--- config.mk ---
export PLATFORM = sky130hd
export DESIGN_NAME = xbar_out_port_flat
export DESIGN_NICKNAME = d
export VERILOG_FILES = /design/src/rtl/xbar_out_port_if.sv /design/src/rtl/xbar_out_port.sv /design/src/flat_wrapper.sv
export SDC_FILE = /design/constraint.sdc
export NUM_CORES = 1
export LEC_CHECK = 0
export ABC_AREA = 1
export CELL_PAD_IN_SITES_DETAIL_PLACEMENT = 0
export CELL_PAD_IN_SITES_GLOBAL_PLACEMENT = 2
export CORE_MARGIN = 2
export CORE_UTILIZATION = 15
export CTS_BUF_LIST = sky130_fd_sc_hd__clkbuf_8
export DETAILED_ROUTE_END_ITERATION = 8
export GPL_TIMING_DRIVEN = 0
export PLACE_DENSITY_LB_ADDON = 0.05
export SYNTH_ARGS = -nofsm -noshare
export SYNTH_HDL_FRONTEND = slang
export SYNTH_SLANG_ARGS = --single-unit
--- constraint.sdc ---
create_clock -name clk_i -period 1.4 [get_ports clk_i]
set_input_delay 0.28 -clock clk_i [delete_from_list [all_inputs] [get_ports clk_i]]
set_output_delay 0.28 -clock clk_i [all_outputs]
set_load 0.1 [all_outputs]
--- src/rtl/xbar_out_port_if.sv ---
// Stream bundle between contending inputs, the arbiter and one crossbar output.
interface xbar_out_port_if #(
    parameter int NUM_INPUTS = 4,
    parameter int DATA_WIDTH = 32
);
    localparam int SRC_W = $clog2(NUM_INPUTS);

    logic [NUM_INPUTS-1:0]            s_valid_i;
    logic [NUM_INPUTS*DATA_WIDTH-1:0] s_data_i;
    logic [NUM_INPUTS-1:0]            s_last_i;
    logic [NUM_INPUTS-1:0]            s_ready_o;
    logic [NUM_INPUTS-1:0]            req_o;
    logic [NUM_INPUTS-1:0]            grant_i;
    logic                             m_valid_o;
    logic [DATA_WIDTH-1:0]            m_data_o;
    logic                             m_last_o;
    logic [SRC_W-1:0]                 m_src_o;
    logic                             m_ready_i;

    modport slave (
        input  s_valid_i, s_data_i, s_last_i, grant_i, m_ready_i,
        output s_ready_o, req_o, m_valid_o, m_data_o, m_last_o, m_src_o
    );

    modport master (
        output s_valid_i, s_data_i, s_last_i, grant_i, m_ready_i,
        input  s_ready_o, req_o, m_valid_o, m_data_o, m_last_o, m_src_o
    );
endinterface

--- src/rtl/xbar_out_port.sv ---
// Crossbar output port: locks onto one granted input for a whole packet and forwards its beats.
// Latency 1 cycle into a single output register; the owner's ready drops while that register is full and stalled.
module xbar_out_port #(
    parameter int NUM_INPUTS = 4,
    parameter int DATA_WIDTH = 32
) (
    input  logic            clk_i,
    input  logic            rst_ni,
    xbar_out_port_if.slave  bus
);
    localparam int SRC_W = $clog2(NUM_INPUTS);

    typedef enum logic {IDLE, LOCKED} state_t;

    state_t                state;
    logic [SRC_W-1:0]      sel;
    logic                  m_valid;
    logic [DATA_WIDTH-1:0] m_data;
    logic                  m_last;
    logic [SRC_W-1:0]      m_src;

    logic                  sel_valid;
    logic                  sel_last;
    logic [DATA_WIDTH-1:0] sel_data;
    logic [SRC_W-1:0]      grant_idx;
    logic                  grant_any;
    logic                  out_free;
    logic                  accept;

    always_comb begin
        sel_valid = 1'b0;
        sel_last  = 1'b0;
        sel_data  = '0;
        for (int k = 0; k < NUM_INPUTS; k++) begin
            if (sel == SRC_W'(k)) begin
                sel_valid = bus.s_valid_i[k];
                sel_last  = bus.s_last_i[k];
                sel_data  = bus.s_data_i[k*DATA_WIDTH +: DATA_WIDTH];
            end
        end
    end

    // Multi-hot grants collapse to the lowest set bit.
    always_comb begin
        grant_idx = '0;
        for (int k = NUM_INPUTS - 1; k >= 0; k--) begin
            if (bus.grant_i[k]) grant_idx = SRC_W'(k);
        end
    end

    assign grant_any = |bus.grant_i;
    assign out_free  = !m_valid || bus.m_ready_i;
    assign accept    = (state == LOCKED) && sel_valid && out_free;

    always_comb begin
        bus.req_o = (state == IDLE) ? bus.s_valid_i : '0;
        for (int k = 0; k < NUM_INPUTS; k++) begin
            bus.s_ready_o[k] = (state == LOCKED) && out_free && (sel == SRC_W'(k));
        end
    end

    always_ff @(posedge clk_i) begin
        if (!rst_ni) begin
            state   <= IDLE;
            sel     <= '0;
            m_valid <= 1'b0;
            m_data  <= '0;
            m_last  <= 1'b0;
            m_src   <= '0;
        end else begin
            case (state)
                IDLE: begin
                    if (grant_any) begin
                        sel   <= grant_idx;
                        state <= LOCKED;
                    end
                end
                LOCKED: begin
                    // Release on the last beat even if the output register has not drained yet.
                    if (accept && sel_last) state <= IDLE;
                end
                default: state <= IDLE;
            endcase

            if (accept) begin
                m_valid <= 1'b1;
                m_data  <= sel_data;
                m_last  <= sel_last;
                m_src   <= sel;
            end else if (m_valid && bus.m_ready_i) begin
                m_valid <= 1'b0;
            end
        end
    end

    assign bus.m_valid_o = m_valid;
    assign bus.m_data_o  = m_data;
    assign bus.m_last_o  = m_last;
    assign bus.m_src_o   = m_src;
endmodule

--- src/flat_wrapper.sv ---
// flat-port wrapper written by rule: the top's interface ports become plain ports
module xbar_out_port_flat 
#(
    parameter int NUM_INPUTS = 4,
    parameter int DATA_WIDTH = 32
)
  (clk_i, rst_ni, bus_s_valid_i, bus_s_data_i, bus_s_last_i, bus_grant_i, bus_m_ready_i, bus_s_ready_o, bus_req_o, bus_m_valid_o, bus_m_data_o, bus_m_last_o, bus_m_src_o);
  xbar_out_port_if #(.NUM_INPUTS(NUM_INPUTS), .DATA_WIDTH(DATA_WIDTH)) bus_i ();
  input  logic clk_i;
  input  logic rst_ni;
  input wire logic [$bits(bus_i.s_valid_i)-1:0] bus_s_valid_i;
  input wire logic [$bits(bus_i.s_data_i)-1:0] bus_s_data_i;
  input wire logic [$bits(bus_i.s_last_i)-1:0] bus_s_last_i;
  input wire logic [$bits(bus_i.grant_i)-1:0] bus_grant_i;
  input wire logic [$bits(bus_i.m_ready_i)-1:0] bus_m_ready_i;
  output wire logic [$bits(bus_i.s_ready_o)-1:0] bus_s_ready_o;
  output wire logic [$bits(bus_i.req_o)-1:0] bus_req_o;
  output wire logic [$bits(bus_i.m_valid_o)-1:0] bus_m_valid_o;
  output wire logic [$bits(bus_i.m_data_o)-1:0] bus_m_data_o;
  output wire logic [$bits(bus_i.m_last_o)-1:0] bus_m_last_o;
  output wire logic [$bits(bus_i.m_src_o)-1:0] bus_m_src_o;
  assign bus_i.s_valid_i = bus_s_valid_i;
  assign bus_i.s_data_i = bus_s_data_i;
  assign bus_i.s_last_i = bus_s_last_i;
  assign bus_i.grant_i = bus_grant_i;
  assign bus_i.m_ready_i = bus_m_ready_i;
  assign bus_s_ready_o = bus_i.s_ready_o;
  assign bus_req_o = bus_i.req_o;
  assign bus_m_valid_o = bus_i.m_valid_o;
  assign bus_m_data_o = bus_i.m_data_o;
  assign bus_m_last_o = bus_i.m_last_o;
  assign bus_m_src_o = bus_i.m_src_o;
  xbar_out_port #(.NUM_INPUTS(NUM_INPUTS), .DATA_WIDTH(DATA_WIDTH)) u_core (.clk_i(clk_i), .rst_ni(rst_ni), .bus(bus_i));
endmodule
### After elaboration in Yosys (flattened, before gate mapping)

Index checks and enable logic that the tools add are counted.

* register bits after elaboration: 39
* output and inout port bits: 44
* bits of input ports: 143

* bitwise gates (word level): 1
* multiplexer cells: 22
* equal/unequal tests: 3
* reductions and logical operators: 15

Operators with widths (count)
* $mux W32: 4
* $mux W1: 12
* $logic_and A1 B1 Y1: 9
* $mux W2: 4
* $eq A2 B2 Y1 const B: 2
* $mux W4: 1
* $reduce_or A4 Y1: 1
* $eq A2 B1 Y1 const B: 1
* $logic_not A2 Y1: 1
* $pmux W1 S2: 1
* $reduce_and A2 Y1: 1
* $reduce_bool A2 Y1: 1
* $logic_not A1 Y1: 1
* $logic_or A1 B1 Y1: 1
* $not A1 Y1: 1

### Longest topological paths before layout

* word-level depth: 10
* mapped depth: 11

### Worst setup path before layout

No wires, ideal clock.

* path type: reg-to-output
* start: register u_core.m_valid, in the netlist u_core.bus.m_valid_o
* end: output port bus_s_ready_o[0]
* required time: 1.120 ns
* path slack: -1.961 ns
* stages on the path, launching flop included: 6
* arrival: 3.081 ns
* buffers on the path: 0
* path through: dfxtp_1 -> inv_1 -> nor2_1 -> inv_1 -> nand2_1 -> nor3_1

* word-level cells in the longest chain between the ends: 4

RTL lines
* start, declared: line xbar_out_port.sv:17 `logic m_valid;`
* start signal, assigned: line xbar_out_port.sv:66 `m_valid <= 1'b0;`
* start signal, assigned: line xbar_out_port.sv:86 `m_valid <= 1'b1;`
* start signal, assigned: line xbar_out_port.sv:91 `m_valid <= 1'b0;`
* $logic_not A1 Y1: line xbar_out_port.sv:52 `assign out_free = !m_valid || bus.m_ready_i;`
* $logic_or A1 B1 Y1: line xbar_out_port.sv:52
* $logic_and A1 B1 Y1 (2 in series): line xbar_out_port.sv:58 `bus.s_ready_o[k] = (state == LOCKED) && out_free && (sel == SRC_W'(k));`
* end, declared: line flat_wrapper.sv:16 `output wire logic [$bits(bus_i.s_ready_o)-1:0] bus_s_ready_o;`

No other way between the ends.

### Final worst setup path

* start: register u_core.sel[1]
* end: register u_core.m_data[4], in the netlist u_core.bus.m_data_o[4]

* word-level cells in the longest chain between the ends: 7
* elaborated cells on any way between the ends: 14

RTL lines
* start, declared: line xbar_out_port.sv:16 `logic [SRC_W-1:0] sel;`
* start signal, assigned: line xbar_out_port.sv:74 `sel <= grant_idx;`
* $logic_not A2 Y1: line xbar_out_port.sv:35 `if (sel == SRC_W'(k)) begin`
* $mux W1 (4 in series): line xbar_out_port.sv:35
* $logic_and A1 B1 Y1 (2 in series): line xbar_out_port.sv:53 `assign accept = (state == LOCKED) && sel_valid && out_free;`
* end signal, assigned: line xbar_out_port.sv:87 `m_data <= sel_data;`
* end, declared: line xbar_out_port.sv:18 `logic [DATA_WIDTH-1:0] m_data;`

Several ways; a longest one is shown, not always the timed one.
A chain may end at the register's enable or synchronous reset.

==> results.cfg <==
[critical_path]
critPathMaxFanout = 5
end_kind = flip-flop
start_kind = flip-flop
worstPathCellList = buf_8, buf_6, a31oi_4, nand3_4, inv_8, buf_12, buf_12, buf_16, nand2_2, nand2_1, nor2_1
cpMostUsedCell = buf_12
slowest_stage = dfxtp_4
crit_arrival_ns = 1.88
r2r-end = u_core.bus.m_data_o[4]$_SDFFE_PN0P_
max_stage_delay_ns = 0.38
worstSetupPathType = flip-flop to flip-flop
r2r_cells = 11
cp.required_ns = 1.60
r2r_start = u_core.sel[1]$_SDFFE_PN0P_
r2r_slack_ns = -0.29

[synthesis]
synthMuxAreaShare = 0
syn_area_um2 = 2660
yosys_warnings = 0
syn_avg_cell_area_um2 = 5.94
synth-xor-area-share = 0
syn-num-nets = 591
synth_compound_area_frac = 0.145
synth_cell_type_count = 23
synthAdderAreaFrac = 0
synth_top_family_by_area = simple AND/OR/NAND/NOR gates
ys_seq_area_frac = 0.294
synth.ff_latch_count = 39
synth-simple-area-share = 0.429
syn_inst = 448

[cells_and_area]
seq_area_um2 = 792
final_nets = 831
multi_input_area_um2 = 1740
syn2layout_area_growth_pct = 119
antennaDiodeCount = 0
drive_gt1_frac = 0.308
final_cell_count_no_fill = 914
fin_util = 0.337
n_fill_cell = 1901

[floorplanning]
core.rowCount = 48
core_area_um2 = 17300
die_w_um = 137
dieArea_um2 = 18800
initial_core_util = 0.154
io_pins = 187
die_h_um = 137

[placed_design]
io_buffers = 186
gp_congestion = 0.757
detailed_place_hpwl_um = 9750
dp_cells = 859

[route]
drt-pass1-iter-count = 5
vias = 3607
routed_wl_um = 13600
vias_per_cell = 3.95
drt_iter0_markers = 113
drc = 0
antenna_left = 0
wl_per_cell_um = 14.8

[clock_tree]
cts.clk_slew.worst_paths_ns = 0.09
postCtsHoldBufs = 0
clkSinkCount = 39
cts-root-buf = clkbuf_8
cts_made_buffers = 5
cts_tree = built
htreeDepth = 2
clkLatencyLatePin_ns = 0.32
cts_buffer_depth = 2

[grt]
grt_use_total = 0.146
grt_max_degree = 13
grt_pass1_wl_um = 20300
grt_remaining_overflow = 0
antenna_found_initial = 0
first_global_vias = 3608

[timing]
post-route-period-util = 1.20
rsz0062_at_grt = true
clock-skew-final_ns = 0.0172
relSlewSlack = 0.614
hold_viol = 0
layout_min_cycle_time_ns = 1.69
hold_slack_ns = 0.377
finalSetupViolations = 42
worst_pin_slew_ns = 0.578
setup_ws_ns = -0.286
slew_viol_final = 0
fmax_mhz = 593

[status]
outcome = finished with violations
violations = setup timing

[power_and_ir_drop]
total_power_uw = 5290
powerDensity_nw_per_um2 = 908
power.leakage_uw = 0.00259
peakVddDrop_mv = 0.328

[min_path]
min_to = u_core.bus.m_valid_o$_SDFFE_PN0P_
worstHoldPathCells = 5
hp-class = primary input to flip-flop
hp-start = bus_m_ready_i

[flow_run]
max-cap-violations = 0
report_power, final:
group	switching [µW]	internal [µW]	leakage, µW	total [µW]
Combinational	1870	1270	0.00222	3130
Sequential	69.1	1230	0.000323	1300
Clock	471	392	0.0000524	862
Total	2410	2890	0.00259	5290
cells in the mapped netlist (all sizes together):
cell,instances,area share
nor2,44,0.068
dfxtp,39,0.29
buf,18,0.051
a31oi,1,0.0080
nand4,2,0.0047
nor3,5,0.0094
nand3,37,0.076
nand2,173,0.27
a21oi,9,0.017
o21ai,64,0.12
inv,45,0.065
clkbuf,11,0.016
layout make-up:
type / count / area share
Clock inverter: 2 / 0.00150
Buffer: 24 / 0.0474
Sequential cell: 39 / 0.136
Timing Repair Buffer: 238 / 0.424
Clock buffer: 6 / 0.0142
Inverter: 45 / 0.0303
Tap cell: 225 / 0.0483
Multi-Input combinational cell: 335 / 0.298
routing by layer:
metal / part of all wire / track usage
met5: 0 / 0
met4: 0.017 / 0.0521
met3: 0.062 / 0.0296
met2: 0.48 / 0.245
met1: 0.44 / 0.185
kinds of logic after synthesis:
group / Yosys count
AOI/OAI and AO/OA: 74
and+or+nand+nor: 261
DFF: 39
buffers and inverters: 74
placed cells by master (no fill, tap or decap), types with 5 or more instances in the layout:
master / count
buf_4: 41
a21oi_1: 7
inv_2: 7
buf_16: 5
nand3_1: 35
buf_8: 5
inv_1: 38
clkbuf_4: 22
buf_12: 19
nor2_1: 36
nor2_4: 6
clkdlybuf4s50_1: 138
clkbuf_8: 6
buf_2: 5
nand2_4: 7
nand2_1: 110
o21ai_0: 58
o21ai_1: 6
nand2_2: 55
buf_6: 16
dfxtp_1: 36
registers in the layout, indices dropped and copies added, names as in the netlist:
register and cells:
u_core.bus.m_valid_o 1, u_core.bus.m_src_o 2, u_core.bus.m_data_o 32, u_core.state 1, u_core.bus.m_last_o 1, u_core.sel 2
worst max-delay path, delay by kind of cell, from the launching register on:
family	cells	cell delay, ns
AND/OR/NAND/NOR	4	0.29
AO/OA/AOI/OAI	1	0.20
flip-flops	1	0.38
buffers and inverters	6	0.68
how the worst max path moves through the flow:
stage | from | endpoint | slack (ns) | cells after the start
4_1_cts | u_core.sel[0]$_SDFFE_PN0P_ | bus_s_ready_o[3] | -0.31 | 5
2_1_floorplan | u_core.bus.m_valid_o$_SDFFE_PN0P_ | bus_s_ready_o[0] | -0.42 | 5
3_3_place_gp | u_core.sel[0]$_SDFFE_PN0P_ | bus_s_ready_o[3] | -1.29 | 5
3_5_place_dp | u_core.sel[0]$_SDFFE_PN0P_ | bus_s_ready_o[3] | -1.27 | 5
6_report | u_core.sel[1]$_SDFFE_PN0P_ | u_core.bus.m_data_o[4]$_SDFFE_PN0P_ | -0.29 | 11
5_1_grt | u_core.sel[1]$_SDFFE_PN0P_ | u_core.bus.m_data_o[12]$_SDFFE_PN0P_ | -0.41 | 13
per-stage QoR:
step                      worst slack (ns)  TNS, ns  area (µm²)
final                               -0.286    -9.99        5830
after global routing                -0.412   -14.80        5830
after CTS                           -0.306   -10.61        5650
after detailed placement             -1.27   -38.83        4890
after global placement               -1.29   -38.17        4890
after floorplan                     -0.415    -1.83        2750
repair_timing:
item,in CTS,in global routing
pin swaps,15,22
endpoints found under the setup margin,81,65
setup buffers,38,9
gates resized for setup,343,55
hold endpoints to repair,0,0
gates cloned,6,0
Power figures use the tool's default switching activity.
